--- src/rtl/mc_control_unit_pkg.sv ---
// -----------------------------------------------------------------------------
// mc_control_unit_pkg
// Shared definitions for the multicycle control unit.
//   - state_t     : FSM state encoding (4-bit, 10 states)
//   - OP_*/CMD_*  : instruction field values (op = instr[27:26], cmd = instr[24:21])
//   - ALU_*       : ALU control codes (EOR/MOV need a 3-bit alu_control)
//   - SRC_*/RES_* : datapath mux select constants
//   - is_test_cmd : CMP/CMN/TST, the compare/test commands that never write Rd
// No ports (package).
// -----------------------------------------------------------------------------
package mc_control_unit_pkg;

    typedef enum logic [3:0] {
        S_FETCH  = 4'd0,
        S_DECODE = 4'd1,
        S_EXECR  = 4'd2,
        S_EXECI  = 4'd3,
        S_ALUWB  = 4'd4,
        S_MEMADR = 4'd5,
        S_MEMRD  = 4'd6,
        S_MEMWB  = 4'd7,
        S_MEMWR  = 4'd8,
        S_BRANCH = 4'd9
    } state_t;

    localparam logic [1:0] OP_DP  = 2'd0;
    localparam logic [1:0] OP_MEM = 2'd1;
    localparam logic [1:0] OP_BR  = 2'd2;

    localparam logic [3:0] CMD_AND = 4'b0000;
    localparam logic [3:0] CMD_EOR = 4'b0001;
    localparam logic [3:0] CMD_SUB = 4'b0010;
    localparam logic [3:0] CMD_ADD = 4'b0100;
    localparam logic [3:0] CMD_TST = 4'b1000;
    localparam logic [3:0] CMD_CMP = 4'b1010;
    localparam logic [3:0] CMD_CMN = 4'b1011;
    localparam logic [3:0] CMD_ORR = 4'b1100;
    localparam logic [3:0] CMD_MOV = 4'b1101;

    localparam logic [2:0] ALU_ADD = 3'd0;
    localparam logic [2:0] ALU_SUB = 3'd1;
    localparam logic [2:0] ALU_AND = 3'd2;
    localparam logic [2:0] ALU_ORR = 3'd3;
    localparam logic [2:0] ALU_EOR = 3'd4;
    localparam logic [2:0] ALU_MOV = 3'd5;

    localparam logic       ADR_PC      = 1'b0;
    localparam logic       ADR_RESULT  = 1'b1;
    localparam logic [1:0] SRC_A_REG   = 2'd0;
    localparam logic [1:0] SRC_A_PC    = 2'd1;
    localparam logic [1:0] SRC_B_REG   = 2'd0;
    localparam logic [1:0] SRC_B_IMM   = 2'd1;
    localparam logic [1:0] SRC_B_FOUR  = 2'd2;
    localparam logic [1:0] RES_ALUOUT  = 2'd0;
    localparam logic [1:0] RES_MEMDATA = 2'd1;
    localparam logic [1:0] RES_ALU     = 2'd2;

    function automatic logic is_test_cmd(input logic [3:0] cmd);
        return (cmd == CMD_TST) || (cmd == CMD_CMP) || (cmd == CMD_CMN);
    endfunction

endpackage

--- src/rtl/mc_control_unit_if.sv ---
// -----------------------------------------------------------------------------
// mc_control_unit_if
// Bundle between the instruction register / datapath and the control unit.
//   Inputs to the control unit : i_op, i_funct, i_rd, i_mem_ready
//   Outputs of the control unit: enables (ir_write, pc_update, branch, pcs,
//     reg_w, mem_w, flag_w, illegal), mux selects (adr_src, alu_src_a/b,
//     result_src, imm_src, reg_src), alu_control, no_write.
// Modports: slave = control unit, master = datapath side.
// -----------------------------------------------------------------------------
interface mc_control_unit_if #(parameter int ALU_CTRL_W = 2);

    logic [1:0]            i_op;
    logic [5:0]            i_funct;
    logic [3:0]            i_rd;
    logic                  i_mem_ready;

    logic                  o_ir_write;
    logic                  o_pc_update;
    logic                  o_branch;
    logic                  o_pcs;
    logic                  o_reg_w;
    logic                  o_mem_w;
    logic                  o_adr_src;
    logic [1:0]            o_alu_src_a;
    logic [1:0]            o_alu_src_b;
    logic [1:0]            o_result_src;
    logic [1:0]            o_imm_src;
    logic [1:0]            o_reg_src;
    logic [ALU_CTRL_W-1:0] o_alu_control;
    logic [1:0]            o_flag_w;
    logic                  o_no_write;
    logic                  o_illegal;

    modport slave (
        input  i_op, i_funct, i_rd, i_mem_ready,
        output o_ir_write, o_pc_update, o_branch, o_pcs, o_reg_w, o_mem_w,
               o_adr_src, o_alu_src_a, o_alu_src_b, o_result_src, o_imm_src,
               o_reg_src, o_alu_control, o_flag_w, o_no_write, o_illegal
    );

    modport master (
        output i_op, i_funct, i_rd, i_mem_ready,
        input  o_ir_write, o_pc_update, o_branch, o_pcs, o_reg_w, o_mem_w,
               o_adr_src, o_alu_src_a, o_alu_src_b, o_result_src, o_imm_src,
               o_reg_src, o_alu_control, o_flag_w, o_no_write, o_illegal
    );

endinterface

--- src/rtl/mc_control_unit_alu_decoder.sv ---
// -----------------------------------------------------------------------------
// mc_control_unit_alu_decoder
// Combinational ALU decode for data-processing instructions.
//   i_cmd         : funct[4:1]
//   i_s           : funct[0] (set-flags)
//   i_alu_op      : 0 -> plain ADD (address / PC arithmetic), 1 -> decode cmd
//   o_alu_control : ALU op code, zero when unsupported
//   o_flag_w      : [1]=NZ, [0]=CV write enables (unqualified by state)
//   o_no_write    : compare/test command, Rd must not be written
//   o_unsupported : cmd outside the decode table for this ALU_CTRL_W, or test without S
// -----------------------------------------------------------------------------
module mc_control_unit_alu_decoder
    import mc_control_unit_pkg::*;
#(
    parameter int ALU_CTRL_W = 2
) (
    input  logic [3:0]            i_cmd,
    input  logic                  i_s,
    input  logic                  i_alu_op,
    output logic [ALU_CTRL_W-1:0] o_alu_control,
    output logic [1:0]            o_flag_w,
    output logic                  o_no_write,
    output logic                  o_unsupported
);

    // EOR/MOV codes only fit in a 3-bit control word.
    localparam logic HAS_EXT = (ALU_CTRL_W >= 3);

    logic [2:0] w_code;
    logic       w_known;
    logic       w_arith;   // commands whose C/V flags are meaningful
    logic       w_test;
    logic       w_unsup;

    always_comb begin
        w_code  = ALU_ADD;
        w_known = 1'b1;
        w_arith = 1'b0;
        case (i_cmd)
            CMD_ADD: begin w_code = ALU_ADD; w_arith = 1'b1; end
            CMD_SUB: begin w_code = ALU_SUB; w_arith = 1'b1; end
            CMD_AND: w_code = ALU_AND;
            CMD_ORR: w_code = ALU_ORR;
            CMD_CMP: begin w_code = ALU_SUB; w_arith = 1'b1; end
            CMD_CMN: begin w_code = ALU_ADD; w_arith = 1'b1; end
            CMD_TST: w_code = ALU_AND;
            CMD_EOR: begin w_code = ALU_EOR; w_known = HAS_EXT; end
            CMD_MOV: begin w_code = ALU_MOV; w_known = HAS_EXT; end
            default: w_known = 1'b0;
        endcase
    end

    assign w_test  = is_test_cmd(i_cmd);
    // A compare/test without S would do nothing at all, so treat it as illegal.
    assign w_unsup = i_alu_op & (~w_known | (w_test & ~i_s));

    assign o_unsupported = w_unsup;
    assign o_no_write    = i_alu_op & w_test;
    assign o_flag_w[1]   = i_alu_op & i_s & ~w_unsup;
    assign o_flag_w[0]   = o_flag_w[1] & w_arith;
    assign o_alu_control = (i_alu_op & ~w_unsup) ? ALU_CTRL_W'(w_code) : '0;

endmodule

--- src/rtl/mc_control_unit.sv ---
// -----------------------------------------------------------------------------
// mc_control_unit
// Multicycle control unit: Moore FSM sequencing FETCH/DECODE/EXECUTE/MEM/
// WRITEBACK over a shared memory and ALU, plus combinational ALU decode.
//   clk     : rising-edge clock
//   reset   : asynchronous, active-high; forces FETCH and silences all enables
//   ctrl_if : slave side of mc_control_unit_if (instruction fields, mem_ready
//             in; enables, mux selects, alu_control, illegal out)
// Parameters:
//   ALU_CTRL_W : 2 = ADD/SUB/AND/ORR, 3 = also EOR/MOV
//   MEM_STALL  : 1 = FETCH/MEMRD/MEMWR wait for mem_ready, 0 = ignore it
// -----------------------------------------------------------------------------
module mc_control_unit
    import mc_control_unit_pkg::*;
#(
    parameter int ALU_CTRL_W = 2,
    parameter bit MEM_STALL  = 1'b1
) (
    input  logic               clk,
    input  logic               reset,
    mc_control_unit_if.slave   ctrl_if
);

    state_t r_state;
    state_t w_next;

    logic       w_mem_rdy;
    logic       w_op_i;
    logic       w_op_l;
    logic       w_alu_op;
    logic       w_exec;
    logic       w_ir_write;
    logic       w_pc_update;
    logic       w_reg_w;
    logic       w_mem_w;
    logic       w_branch;
    logic       w_illegal;
    logic       w_adr_src;
    logic [1:0] w_src_a;
    logic [1:0] w_src_b;
    logic [1:0] w_result_src;

    logic [ALU_CTRL_W-1:0] w_alu_control;
    logic [1:0]            w_dec_flag_w;
    logic                  w_no_write;
    logic                  w_unsup;
    logic                  w_run;

    assign w_mem_rdy = MEM_STALL ? ctrl_if.i_mem_ready : 1'b1;
    assign w_op_i    = ctrl_if.i_funct[5];
    assign w_op_l    = ctrl_if.i_funct[0];

    mc_control_unit_alu_decoder #(.ALU_CTRL_W(ALU_CTRL_W)) u_alu_dec (
        .i_cmd         (ctrl_if.i_funct[4:1]),
        .i_s           (ctrl_if.i_funct[0]),
        .i_alu_op      (w_alu_op),
        .o_alu_control (w_alu_control),
        .o_flag_w      (w_dec_flag_w),
        .o_no_write    (w_no_write),
        .o_unsupported (w_unsup)
    );

    always_ff @(posedge clk or posedge reset) begin
        if (reset) begin
            r_state <= S_FETCH;
        end else begin
            r_state <= w_next;
        end
    end

    always_comb begin
        w_next       = r_state;
        w_alu_op     = 1'b0;
        w_exec       = 1'b0;
        w_ir_write   = 1'b0;
        w_pc_update  = 1'b0;
        w_reg_w      = 1'b0;
        w_mem_w      = 1'b0;
        w_branch     = 1'b0;
        w_illegal    = 1'b0;
        w_adr_src    = ADR_PC;
        w_src_a      = SRC_A_REG;
        w_src_b      = SRC_B_REG;
        w_result_src = RES_ALUOUT;
        case (r_state)
            S_FETCH: begin
                // PC+4 computed through the ALU and written back directly.
                w_src_a      = SRC_A_PC;
                w_src_b      = SRC_B_FOUR;
                w_result_src = RES_ALU;
                w_ir_write   = w_mem_rdy;
                w_pc_update  = w_mem_rdy;
                if (w_mem_rdy) w_next = S_DECODE;
            end
            S_DECODE: begin
                // PC+8 on the ALU so R15 reads see the architectural value.
                w_src_a      = SRC_A_PC;
                w_src_b      = SRC_B_FOUR;
                w_result_src = RES_ALU;
                case (ctrl_if.i_op)
                    OP_DP:   w_next = w_op_i ? S_EXECI : S_EXECR;
                    OP_MEM:  w_next = S_MEMADR;
                    OP_BR:   w_next = S_BRANCH;
                    default: begin
                        w_illegal = 1'b1;
                        w_next    = S_FETCH;
                    end
                endcase
            end
            S_EXECR: begin
                w_alu_op  = 1'b1;
                w_exec    = 1'b1;
                w_illegal = w_unsup;
                w_next    = S_ALUWB;
            end
            S_EXECI: begin
                w_alu_op  = 1'b1;
                w_exec    = 1'b1;
                w_src_b   = SRC_B_IMM;
                w_illegal = w_unsup;
                w_next    = S_ALUWB;
            end
            S_ALUWB: begin
                // Decode kept live so the write can be suppressed here.
                w_alu_op = 1'b1;
                w_reg_w  = ~w_no_write & ~w_unsup;
                w_next   = S_FETCH;
            end
            S_MEMADR: begin
                w_src_b = SRC_B_IMM;
                w_next  = w_op_l ? S_MEMRD : S_MEMWR;
            end
            S_MEMRD: begin
                w_adr_src = ADR_RESULT;
                if (w_mem_rdy) w_next = S_MEMWB;
            end
            S_MEMWB: begin
                w_result_src = RES_MEMDATA;
                w_reg_w      = 1'b1;
                w_next       = S_FETCH;
            end
            S_MEMWR: begin
                // Write request stays up through the completing cycle.
                w_adr_src = ADR_RESULT;
                w_mem_w   = 1'b1;
                if (w_mem_rdy) w_next = S_FETCH;
            end
            S_BRANCH: begin
                w_src_b      = SRC_B_IMM;
                w_result_src = RES_ALU;
                w_branch     = 1'b1;
                w_next       = S_FETCH;
            end
            default: w_next = S_FETCH;
        endcase
    end

    // Reset is async, so the state alone cannot silence FETCH's ir_write
    // (it follows mem_ready); every enable is gated directly.
    assign w_run = ~reset;

    assign ctrl_if.o_ir_write    = w_ir_write  & w_run;
    assign ctrl_if.o_pc_update   = w_pc_update & w_run;
    assign ctrl_if.o_reg_w       = w_reg_w     & w_run;
    assign ctrl_if.o_mem_w       = w_mem_w     & w_run;
    assign ctrl_if.o_branch      = w_branch    & w_run;
    assign ctrl_if.o_illegal     = w_illegal   & w_run;
    assign ctrl_if.o_flag_w      = (w_exec & w_run) ? w_dec_flag_w : 2'b00;
    assign ctrl_if.o_pcs         = (((ctrl_if.i_rd == 4'd15) & w_reg_w) | w_branch) & w_run;
    assign ctrl_if.o_no_write    = w_no_write;
    assign ctrl_if.o_alu_control = w_alu_control;
    assign ctrl_if.o_adr_src     = w_adr_src;
    assign ctrl_if.o_alu_src_a   = w_src_a;
    assign ctrl_if.o_alu_src_b   = w_src_b;
    assign ctrl_if.o_result_src  = w_result_src;
    assign ctrl_if.o_imm_src     = ctrl_if.i_op;
    assign ctrl_if.o_reg_src     = {(ctrl_if.i_op == OP_MEM) & ~w_op_l, ctrl_if.i_op == OP_BR};

endmodule

--- src/flat_wrapper.sv ---
// flat-port wrapper written by rule: the top's interface ports become plain ports
module mc_control_unit_flat import mc_control_unit_pkg::*;
#(
    parameter int ALU_CTRL_W = 2,
    parameter bit MEM_STALL  = 1'b1
)
  (clk, reset, ctrl_if_i_op, ctrl_if_i_funct, ctrl_if_i_rd, ctrl_if_i_mem_ready, ctrl_if_o_ir_write, ctrl_if_o_pc_update, ctrl_if_o_branch, ctrl_if_o_pcs, ctrl_if_o_reg_w, ctrl_if_o_mem_w, ctrl_if_o_adr_src, ctrl_if_o_alu_src_a, ctrl_if_o_alu_src_b, ctrl_if_o_result_src, ctrl_if_o_imm_src, ctrl_if_o_reg_src, ctrl_if_o_alu_control, ctrl_if_o_flag_w, ctrl_if_o_no_write, ctrl_if_o_illegal);
  mc_control_unit_if #(.ALU_CTRL_W(ALU_CTRL_W)) ctrl_if_i ();
  input  logic clk;
  input  logic reset;
  input wire logic [$bits(ctrl_if_i.i_op)-1:0] ctrl_if_i_op;
  input wire logic [$bits(ctrl_if_i.i_funct)-1:0] ctrl_if_i_funct;
  input wire logic [$bits(ctrl_if_i.i_rd)-1:0] ctrl_if_i_rd;
  input wire logic [$bits(ctrl_if_i.i_mem_ready)-1:0] ctrl_if_i_mem_ready;
  output wire logic [$bits(ctrl_if_i.o_ir_write)-1:0] ctrl_if_o_ir_write;
  output wire logic [$bits(ctrl_if_i.o_pc_update)-1:0] ctrl_if_o_pc_update;
  output wire logic [$bits(ctrl_if_i.o_branch)-1:0] ctrl_if_o_branch;
  output wire logic [$bits(ctrl_if_i.o_pcs)-1:0] ctrl_if_o_pcs;
  output wire logic [$bits(ctrl_if_i.o_reg_w)-1:0] ctrl_if_o_reg_w;
  output wire logic [$bits(ctrl_if_i.o_mem_w)-1:0] ctrl_if_o_mem_w;
  output wire logic [$bits(ctrl_if_i.o_adr_src)-1:0] ctrl_if_o_adr_src;
  output wire logic [$bits(ctrl_if_i.o_alu_src_a)-1:0] ctrl_if_o_alu_src_a;
  output wire logic [$bits(ctrl_if_i.o_alu_src_b)-1:0] ctrl_if_o_alu_src_b;
  output wire logic [$bits(ctrl_if_i.o_result_src)-1:0] ctrl_if_o_result_src;
  output wire logic [$bits(ctrl_if_i.o_imm_src)-1:0] ctrl_if_o_imm_src;
  output wire logic [$bits(ctrl_if_i.o_reg_src)-1:0] ctrl_if_o_reg_src;
  output wire logic [$bits(ctrl_if_i.o_alu_control)-1:0] ctrl_if_o_alu_control;
  output wire logic [$bits(ctrl_if_i.o_flag_w)-1:0] ctrl_if_o_flag_w;
  output wire logic [$bits(ctrl_if_i.o_no_write)-1:0] ctrl_if_o_no_write;
  output wire logic [$bits(ctrl_if_i.o_illegal)-1:0] ctrl_if_o_illegal;
  assign ctrl_if_i.i_op = ctrl_if_i_op;
  assign ctrl_if_i.i_funct = ctrl_if_i_funct;
  assign ctrl_if_i.i_rd = ctrl_if_i_rd;
  assign ctrl_if_i.i_mem_ready = ctrl_if_i_mem_ready;
  assign ctrl_if_o_ir_write = ctrl_if_i.o_ir_write;
  assign ctrl_if_o_pc_update = ctrl_if_i.o_pc_update;
  assign ctrl_if_o_branch = ctrl_if_i.o_branch;
  assign ctrl_if_o_pcs = ctrl_if_i.o_pcs;
  assign ctrl_if_o_reg_w = ctrl_if_i.o_reg_w;
  assign ctrl_if_o_mem_w = ctrl_if_i.o_mem_w;
  assign ctrl_if_o_adr_src = ctrl_if_i.o_adr_src;
  assign ctrl_if_o_alu_src_a = ctrl_if_i.o_alu_src_a;
  assign ctrl_if_o_alu_src_b = ctrl_if_i.o_alu_src_b;
  assign ctrl_if_o_result_src = ctrl_if_i.o_result_src;
  assign ctrl_if_o_imm_src = ctrl_if_i.o_imm_src;
  assign ctrl_if_o_reg_src = ctrl_if_i.o_reg_src;
  assign ctrl_if_o_alu_control = ctrl_if_i.o_alu_control;
  assign ctrl_if_o_flag_w = ctrl_if_i.o_flag_w;
  assign ctrl_if_o_no_write = ctrl_if_i.o_no_write;
  assign ctrl_if_o_illegal = ctrl_if_i.o_illegal;
  mc_control_unit #(.ALU_CTRL_W(ALU_CTRL_W), .MEM_STALL(MEM_STALL)) u_core (.clk(clk), .reset(reset), .ctrl_if(ctrl_if_i));
endmodule
--- config.mk ---
export PLATFORM = sky130hd
export DESIGN_NAME = mc_control_unit_flat
export DESIGN_NICKNAME = d
export VERILOG_FILES = /design/src/rtl/mc_control_unit_pkg.sv /design/src/rtl/mc_control_unit_if.sv /design/src/rtl/mc_control_unit_alu_decoder.sv /design/src/rtl/mc_control_unit.sv /design/src/flat_wrapper.sv
export SDC_FILE = /design/constraint.sdc
export NUM_CORES = 1
export LEC_CHECK = 0
export CAP_MARGIN = 20
export CELL_PAD_IN_SITES_DETAIL_PLACEMENT = 1
export CELL_PAD_IN_SITES_GLOBAL_PLACEMENT = 2
export CORE_MARGIN = 10
export CORE_UTILIZATION = 18
export DETAILED_ROUTE_END_ITERATION = 10
export MAX_ROUTING_LAYER = met4
export PLACE_DENSITY = 0.86
export SYNTH_ARGS = -nofsm -noshare
export SYNTH_HDL_FRONTEND = slang
export SYNTH_SLANG_ARGS = --single-unit
--- constraint.sdc ---
create_clock -name clk -period 1.26 [get_ports clk]
set_input_delay 0.189 -clock clk [delete_from_list [all_inputs] [get_ports clk]]
set_output_delay 0.189 -clock clk [all_outputs]
set_load 0.01 [all_outputs]
# Word level (Yosys, flattened, before mapping)
# Index checks and enable logic that the tools add are counted.
dict set report totals {
  out_inout_bits 23
  reg_bits 4
  elab_cells 89
  in_bits 15
}
dict set report op_classes {
  eq_ne 23
  mux 24
  reduce_logical 17
  n_bitwise 24
}
# cell count
set ops {}
lappend ops {{4-bit == test, second input constant} 8}
lappend ops {{4-bit one-hot mux with 6 select lines} 1}
lappend ops {{4-bit by 3-bit == test with 1-bit output, second input constant} 5}
lappend ops {{1-bit AND} 17}
lappend ops {{4-bit 2-to-1 mux} 4}
lappend ops {{4-bit by 2-bit == test with 1-bit output, second input constant} 3}
lappend ops {{4-bit one-hot mux with 3 select lines} 1}
lappend ops {{3-bit OR reduction} 4}
lappend ops {{1-bit 2-to-1 mux} 11}
lappend ops {{2-bit one-hot mux with 5 select lines} 1}
lappend ops {{2-bit OR reduction} 5}
lappend ops {{4-bit by 1-bit == test with 1-bit output, second input constant} 2}
lappend ops {{4-bit zero test} 2}
lappend ops {{2-bit one-hot mux with 2 select lines} 2}
lappend ops {{7-bit OR reduction} 1}
lappend ops {{2-bit inequality test, second input constant} 3}
lappend ops {{1-bit inverter} 5}
lappend ops {{2-bit 2-to-1 mux} 2}
lappend ops {{1-bit one-hot mux with 2 select lines} 2}
lappend ops {{4-bit OR reduction} 1}
lappend ops {{3-bit AND reduction} 1}
lappend ops {{2-bit by 1-bit == test with 1-bit output, second input constant} 1}
lappend ops {{2-bit == test, second input constant} 1}
lappend ops {{2-bit zero test} 1}
lappend ops {{other kinds (2)} 4}

# Longest topological paths before layout
# Gate-level depths: netlist (run 1).
dict set report depth {
  ltp_word 12
  depth_mapped 5
  mapped_depth_nobuf 5
}

# Modules after synthesis
# A second synthesis (run 1) with hierarchy kept.
dict set report hier_totals {
  cells_unflattened 96
  hier_area_um2 671.9
}
# mod cells_per_inst seq_area_each_um2 area_each_um2 instances
set modules_own_cells {}
lappend modules_own_cells {mc_control_unit 77 100.1 559.3 1}
lappend modules_own_cells {mc_control_unit_alu_decoder 19 0.0 112.6 1}

# Worst setup path after synthesis (run 1)
# OpenSTA, ideal clock, no wires.
dict set report synth_timing {
  kind {flip-flop to output port}
  startpoint {register u_core.r_state[2]}
  endpoint {output ctrl_if_o_pc_update}
  arrival_ns 1.308
  path_buffers 3
  path_slack_ns -0.237
  t_required_ns 1.071
  path_stages_with_launch 6
  cell_sequence {dfrtp_1 buf_6 buf_4 nor3_2 and4_1 buf_4}
}
dict set report synth_between {
  elab_chain_len 3
}
# element line_no
set synth_lines {}
lappend synth_lines {{from (decl)} mc_control_unit.sv:24} ;# state_t r_state;
lappend synth_lines {{from (signal assigned)} mc_control_unit.sv:67} ;# r_state <= w_next;
lappend synth_lines {{4-bit zero test} -}
lappend synth_lines {{1-bit 2-to-1 mux} -}
lappend synth_lines {{1-bit AND} -}
lappend synth_lines {{to (decl)} flat_wrapper.sv:16} ;# output wire logic [$bits(ctrl_if_i.o_pc_update)-1:0] ctrl_if_o_pc_update;
# Every way passes these cells.

# Worst setup path in the final report (run 1)
dict set report layout_timing {
  startpoint {register u_core.r_state[2]}
  endpoint {output ctrl_if_o_illegal}
}
dict set report layout_between {
  elab_chain_len 6
  word_cells_on_any_way 10
  cone_classes {eq/ne (4); mux (2); bitwise (2); reduce/logical (2)}
}
# element line_no
set layout_lines {}
lappend layout_lines {{4-bit by 3-bit == test with 1-bit output or 4-bit by 2-bit == test with 1-bit output (tied branches)} mc_control_unit.sv:85} ;# case (r_state)
lappend layout_lines {{3-bit OR reduction (no source line)} -}
lappend layout_lines {{1-bit 2-to-1 mux} mc_control_unit.sv:85}
lappend layout_lines {{1-bit AND} mc_control_unit_alu_decoder.sv:55} ;# assign w_unsup = i_alu_op & (~w_known | (w_test & ~i_s));
lappend layout_lines {{1-bit one-hot mux with 2 select lines *} mc_control_unit.sv:85}
lappend layout_lines {{1-bit AND *} mc_control_unit.sv:167} ;# assign ctrl_if.o_illegal = w_illegal & w_run;
lappend layout_lines {{to (decl)} flat_wrapper.sv:30} ;# output wire logic [$bits(ctrl_if_i.o_illegal)-1:0] ctrl_if_o_illegal;
# Mark *: on every way between the ends. The rest lies on a longest branch, timed or not.

==> reports/results.tsv, run 1 <==
stage	metric	value	unit
status	run status	finished, violations left	
status	failing checks	negative setup slack	
pwr	P per Cell Area	1730	nW/um^2
global_route	vias in the first global route	1155	
place	Placer Congestion	0.774	
route	DRC Markers	0	
worst_setup_path	crit path cell chain	buf_6 -> nor3_4 -> and4b_1 -> a31o_1 -> buf_6	
place	Detailed Place HPWL	2.56	mm
clock_network	Root Driver	clkbuf_8	
place	dpl ws	-0.830	ns
layout	final core utilization	41.5	%
worst_setup_path	WP data arrival	1.42	ns
worst_setup_path	crit start category	flop	
logic_synthesis	Seq/Total Area, Yosys	13.7	%
timing	setup ws final	-0.352	ns
layout	Biggest register	u_core.r_state	
worst_hold_path	hold crit path type	in2async	
die	num rows	23	
logic_synthesis	Synth Area in Adders	11.9	%
clock_network	# hold bufs at CTS	0	
layout	share of cells above drive strength 1	62.4	%
logic_synthesis	number of flops mapped to enable cells by yosys	0	
logic_synthesis	mux share of post-synthesis cell area	1.37	%
logic_synthesis	largest family of logic cells by synthesized area	simple AND/OR/NAND/NOR gates	
route	Post-DRT Antenna Nets	0	
layout	commonest non-fill, non-tap cell in the layout	buf_4	
route	Initial DRT Pass Iterations	4	
worst_setup_path	WP buf/inv	2	
die	Die W	83.8	um
logic_synthesis	Seq cells post-synth	4	
route	initial drt markers	18	
worst_setup_path	crit-path max FO	4	
timing	Slew Viols, Final	0	
worst_setup_path	Setup crit end kind	output pin	
die	Boundary Pins	38	
route	Routed Wire Length	3.62	mm
logic_synthesis	syn avg cell area	7.48	um^2
worst_setup_path	Crit path top cell by count	buf_6	
layout	Antenna Cells	0	
clock_network	CTS buffer count	3	
clock_network	Clock Tree Buf Depth	2	
die	Die Y	83.8	um
global_route	total congestion overflow	0	
worst_setup_path	Crit Reg-Reg Endpoint	u_core.r_state[0]$_DFFE_PP0P_	
layout	Area Overhead vs Synth	125	%
clock_network	clk sink count	4	
pwr	static leakage	0.000766	uW
global_route	first-pass GRT wire length	5.80	mm
route	DR vias	1002	
timing	RSZ-0062 raised after global routing	yes	
clock_network	CTS tree	yes	
clock_network	Worst-Skew Late Latency	0.22	ns
layout	Final Cell Area	1650	um^2
timing	post-layout min period	1.61	ns
clock_network	CTS clock-pin slew for the worst setup and hold paths	0.03	ns
die	full die area	7030	um^2
timing	clk_skew	0.00417	ns
layout	most frequent cells in the layout	buf_4, buf_6, buf_2	
route	Routed WL per cell	16.5	um
layout	max reg flops	4	
timing	Max Fclk	620	MHz
worst_setup_path	CP delay by family, top	flip-flops	
logic_synthesis	ys flop type	dfrtp_1	
logic_synthesis	area share of the largest cell type after synthesis	13.7	%
route	Vias/cell	4.55	
worst_setup_path	slowest library cell on the worst path	dfrtp_2	
timing	setup_tns	-5.34	ns
worst_setup_path	origin of the critical flop-to-flop path	u_core.r_state[2]$_DFFE_PP0P_	
logic_synthesis	syn nets	120	
logic_synthesis	mapped cell area	733	um^2
worst_setup_path	R2R depth	5	
layout	fin nets	194	
place	IO buf count	36	
logic_synthesis	top cells by area, synth	dfrtp_1, ha_1, nor2b_1	
timing	final hold violation count	0	
timing	# setup viols final	21	
logic_synthesis	Syn Inst Count	98	
timing	Final Cycle Share	128	%
die	Core ar.	3970	um^2
job	Max Cap Viol	0	
global_route	largest net degree at the start of global routing	10	
logic_synthesis	YS warnings	0	
logic_synthesis	simple-gate area share of the yosys netlist	38.7	%
logic_synthesis	Yosys cell types	44	
worst_setup_path	Worst Path Required	1.07	ns
layout	largest registers	u_core.r_state (4)	
worst_setup_path	r2r setup slk	-0.32	ns
logic_synthesis	Synth area leader	dfrtp_1	
logic_synthesis	Compound-Gate Fraction of Synth Area	19.6	%
logic_synthesis	FFs w/ async S/R, synth	100	%
logic_synthesis	Synth Area in XOR/XNOR	1.19	%
worst_setup_path	CP Class	reg2out	
global_route	antenna violations before repair	0	
die	Initial Utilization	18.5	%
place	placed cell area	1340	um^2
worst_setup_path	CP peak stage delay	0.44	ns
clock_network	H-tree depth	1	
global_route	GRT Total Usage	10.2	%
pwr	VDD IR max	1060	uV
==> cells by family after synthesis <==
group,Yosys count
XOR/XNOR,1
AND/OR/NAND/NOR,46
multiplexers,1
other,1
adder cells (fa/ha/maj),7
AO/OA/AOI/OAI,21
flip-flops,4
buffers and inverters,17
==> metrics by stage <==
step	hold slack, ns	cells	power, uW
floorplan	-0.0364	98	1110
global placement	0.724	203	1800
detailed placement	0.728	203	1840
CTS	0.348	219	2620
global route	0.388	220	3060
finish	0.375	220	2840
==> worst max-delay path by stage <==
stage                                             start             endpoint  slack, ns  cells after the start
after floorplan           u_core.r_state[2]$_DFFE_PP0P_  ctrl_if_o_pc_update      -0.14                      5
after global placement               ctrl_if_i_funct[3]        ctrl_if_o_pcs      -0.80                      6
after detailed placement             ctrl_if_i_funct[3]        ctrl_if_o_pcs      -0.83                      6
after CTS                 u_core.r_state[2]$_DFFE_PP0P_    ctrl_if_o_illegal      -0.35                      5
after global routing      u_core.r_state[2]$_DFFE_PP0P_    ctrl_if_o_illegal      -0.44                      5
final                     u_core.r_state[2]$_DFFE_PP0P_    ctrl_if_o_illegal      -0.35                      5
==> Yosys cell counts, types with 2 or more instances <==
cell type / number
dfrtp_1: 4
nand2_1: 5
buf_4: 5
ha_1: 7
nor2_1: 6
buf_2: 4
o21ai_0: 2
inv_1: 5
or3_1: 2
nand3_1: 4
a21oi_1: 7
nor2b_1: 7
nand2b_1: 3
and3b_1: 2
nor3_1: 6
==> metal layers <==
| layer | wire, um | part of all wire, % | track usage [%] | vias up |
|---|---|---|---|---|
| li1 | - | - | - | 485 |
| met1 | 1370 | 38 | 10.0 | 485 |
| met2 | 2030 | 56 | 19.1 | 28 |
| met3 | 179 | 4.9 | 2.73 | 4 |
| met4 | 43 | 1.2 | 2.89 | 0 |
| met5 | 0 | 0 | - | - |
==> layout make-up <==
type | instances | area, um^2
Timing Repair Buffer | 80 | 696
Sequential cell | 4 | 104
Multi-Input combinational cell | 77 | 722
Fill cell | 487 | 2320
Inverter | 6 | 22.5
Clock buffer | 3 | 41.3
Tap cell | 50 | 62.6
==> power breakdown <==
part	leakage (uW)	switching (uW)	internal [uW]
Clock	0.0000216	71.2	204
Sequential	0.0000489	97.2	189
Combinational	0.000696	1010	1270
Total	0.000766	1180	1660
==> worst reg2reg max path, delay by kind of cell, from the launching register on <==
kind                   cells  cell delay (ns)
AND/OR/NAND/NOR            2             0.66
flip-flops                 1             0.44
buffers and inverters      2             0.28
AO/OA/AOI/OAI              1             0.13
==> timing repair <==
action,4_1_cts,5_1_grt
resized for setup,132,22
setup endpoints to repair,26,23
pin swaps,18,15
setup buffers,15,5
No activity file was read; power rests on OpenSTA's default activity.
==> run 2: changes to the inputs <==
--- a/config.mk
+++ b/config.mk
@@ -11,7 +11,6 @@
 export CORE_MARGIN = 10
 export CORE_UTILIZATION = 18
 export DETAILED_ROUTE_END_ITERATION = 10
-export MAX_ROUTING_LAYER = met4
 export PLACE_DENSITY = 0.86
 export SYNTH_ARGS = -nofsm -noshare
 export SYNTH_HDL_FRONTEND = slang
==> run 2 against run 1 <==
Net effect:
- the flow still finishes with violations (negative setup slack)
- clock-buffer cell count did not move
- non-clock buffer count did not move
- clock power about the same
- flip-flop and latch count stayed put
- global-route usage shrank 0.27 points
- sequential power about the same
- final cell count did not move
- first-iteration DRC count increased by 11%
- largest cell class unchanged
- worst setup slack about the same
- clock skew barely moved
- core utilization unchanged
==> reports/results.tsv, run 2 (synthesis gave the netlist of run 1 again) <==
stage	metric	value	unit
timing	setup ws final	-0.352	ns
route	DR vias	1002	
clock_network	clk sink count	4	
die	Die Y	83.8	um
worst_setup_path	Setup crit end kind	output pin	
global_route	first-pass GRT wire length	5.82	mm
die	Core ar.	3970	um^2
layout	Non-Filler Instances	220	
clock_network	CTS buffer count	3	
pwr	Switching Power	1180	uW
timing	post-layout min period	1.61	ns
global_route	vias in the first global route	1152	
place	placed cell count	203	
status	run status	finished, violations left	
layout	final core utilization	41.5	%
route	initial drt markers	20	
timing	clk_skew	0.00419	ns
pwr	Sw Ratio	41.6	%
place	dpl ws	-0.830	ns
die	Initial Utilization	18.5	%
global_route	antenna violations before repair	0	
global_route	total congestion overflow	0	
timing	final hold violation count	0	
timing	worst hold slack	0.375	ns
clock_network	Clock Tree Buf Depth	2	
worst_setup_path	CP Class	reg2out	
layout	fin nets	194	
worst_hold_path	hold crit path type	in2async	
clock_network	Worst-Skew Late Latency	0.22	ns
layout	Antenna Cells	0	
global_route	largest net degree at the start of global routing	10	
layout	largest registers	u_core.r_state (4)	
timing	RSZ-0062 raised after global routing	yes	
die	full die area	7030	um^2
timing	Max Fclk	620	MHz
route	DRC Markers	0	
worst_setup_path	Critical path origin	u_core.r_state[2]$_DFFE_PP0P_	
layout	share of cells above drive strength 1	62.4	%
worst_setup_path	crit-path max FO	4	
pwr	internal power	1660	uW
layout	max reg flops	4	
layout	most frequent cells in the layout	buf_4, buf_6, buf_2	
global_route	GRT Total Usage	9.93	%
pwr	VDD IR max	1070	uV
pwr	Flop pwr share	10.1	%
status	failing checks	negative setup slack	
clock_network	CTS tree	yes	
layout	Biggest register	u_core.r_state	
clock_network	CTS clock-pin slew for the worst setup and hold paths	0.03	ns
place	Placer Congestion	0.764	
route	Initial DRT Pass Iterations	4	
route	Vias/cell	4.55	
clock_network	# hold bufs at CTS	0	
timing	Final Cycle Share	128	%
job	Max Cap Viol	0	
clock_network	H-tree depth	1	
timing	setup_tns	-5.33	ns
die	Die W	83.8	um
die	num rows	23	
pwr	static leakage	0.000766	uW
worst_setup_path	origin of the critical flop-to-flop path	u_core.r_state[2]$_DFFE_PP0P_	
place	Detailed Place HPWL	2.56	mm
place	IO buf count	36	
worst_setup_path	Worst Path Required	1.07	ns
clock_network	Root Driver	clkbuf_8	
timing	Slew Viols, Final	0	
worst_setup_path	WP data arrival	1.42	ns
route	Routed WL per cell	16.5	um
pwr	clock power share	9.7	%
pwr	P per Cell Area	1730	nW/um^2
route	Routed Wire Length	3.62	mm
layout	Area Overhead vs Synth	125	%
timing	# setup viols final	21	
worst_setup_path	crit start category	flop	
pwr	Comb power frac	80.2	%
layout	commonest non-fill, non-tap cell in the layout	buf_4	
route	Post-DRT Antenna Nets	0	
die	Boundary Pins	38	
[run 2: cell counts in the layout (fill, tap and decap cells not counted)]
Identical to the previous run, type by type.
[run 2: metal layers]
layer / global-route usage [%] / routed length [um]
met5: 0 / 0
met4: 2.89 / 43
met3: 2.93 / 183
met2: 19.1 / 2030
met1: 9.91 / 1360
[run 2: final cells by class]
type,count,area (um^2)
clock buffer,3,41.3
fill,487,2320
inverter,6,22.5
multi-input combinational,77,722
sequential,4,104
tap,50,62.6
timing repair buffer,80,696
[run 2: path summary, 6_finish.rpt]
path                       depth (start not counted)  slack (ns)                             to
min reg2reg                                        2        0.72  u_core.r_state[3]$_DFFE_PP0P_
max reg2reg                                        5       -0.31  u_core.r_state[0]$_DFFE_PP0P_
max                                                5       -0.35              ctrl_if_o_illegal
min                                                4        0.38  u_core.r_state[3]$_DFFE_PP0P_
min in group clk                                   5        0.66  u_core.r_state[0]$_DFFE_PP0P_
max in group asynchronous                          4        0.77  u_core.r_state[0]$_DFFE_PP0P_
[run 2: power groups by stage]
stage	sequential [uW]	clock (uW)	combinational (uW)
3_5_place_dp	262	0	1580
2_1_floorplan	223	0	887
6_report	286	275	2280
5_1_grt	296	293	2470
3_3_place_gp	253	0	1540
4_1_cts	287	278	2050
[run 2: through the flow]
| step | instance area, um^2 | total power, uW |
|---|---|---|
| global placement | 1340 | 1800 |
| global route | 1650 | 3060 |
| finish | 1650 | 2840 |
| detailed placement | 1340 | 1840 |
| floorplan | 782 | 1110 |
| CTS | 1550 | 2620 |
[run 2: repair_timing]
| item | 4_1_cts | 5_1_grt |
|---|---|---|
| setup endpoints to repair | 26 | 23 |
| resized for setup | 132 | 22 |
| pin swaps | 18 | 15 |
| cloned | 0 | 0 |
| setup buffers | 15 | 5 |
[run 2: critical path, cell delays in order (launching register included)]
cell,delay [ns]
dfrtp_2,0.44
buf_6,0.14
nor3_4,0.19
and4b_1,0.21
a31o_1,0.12
buf_6,0.11
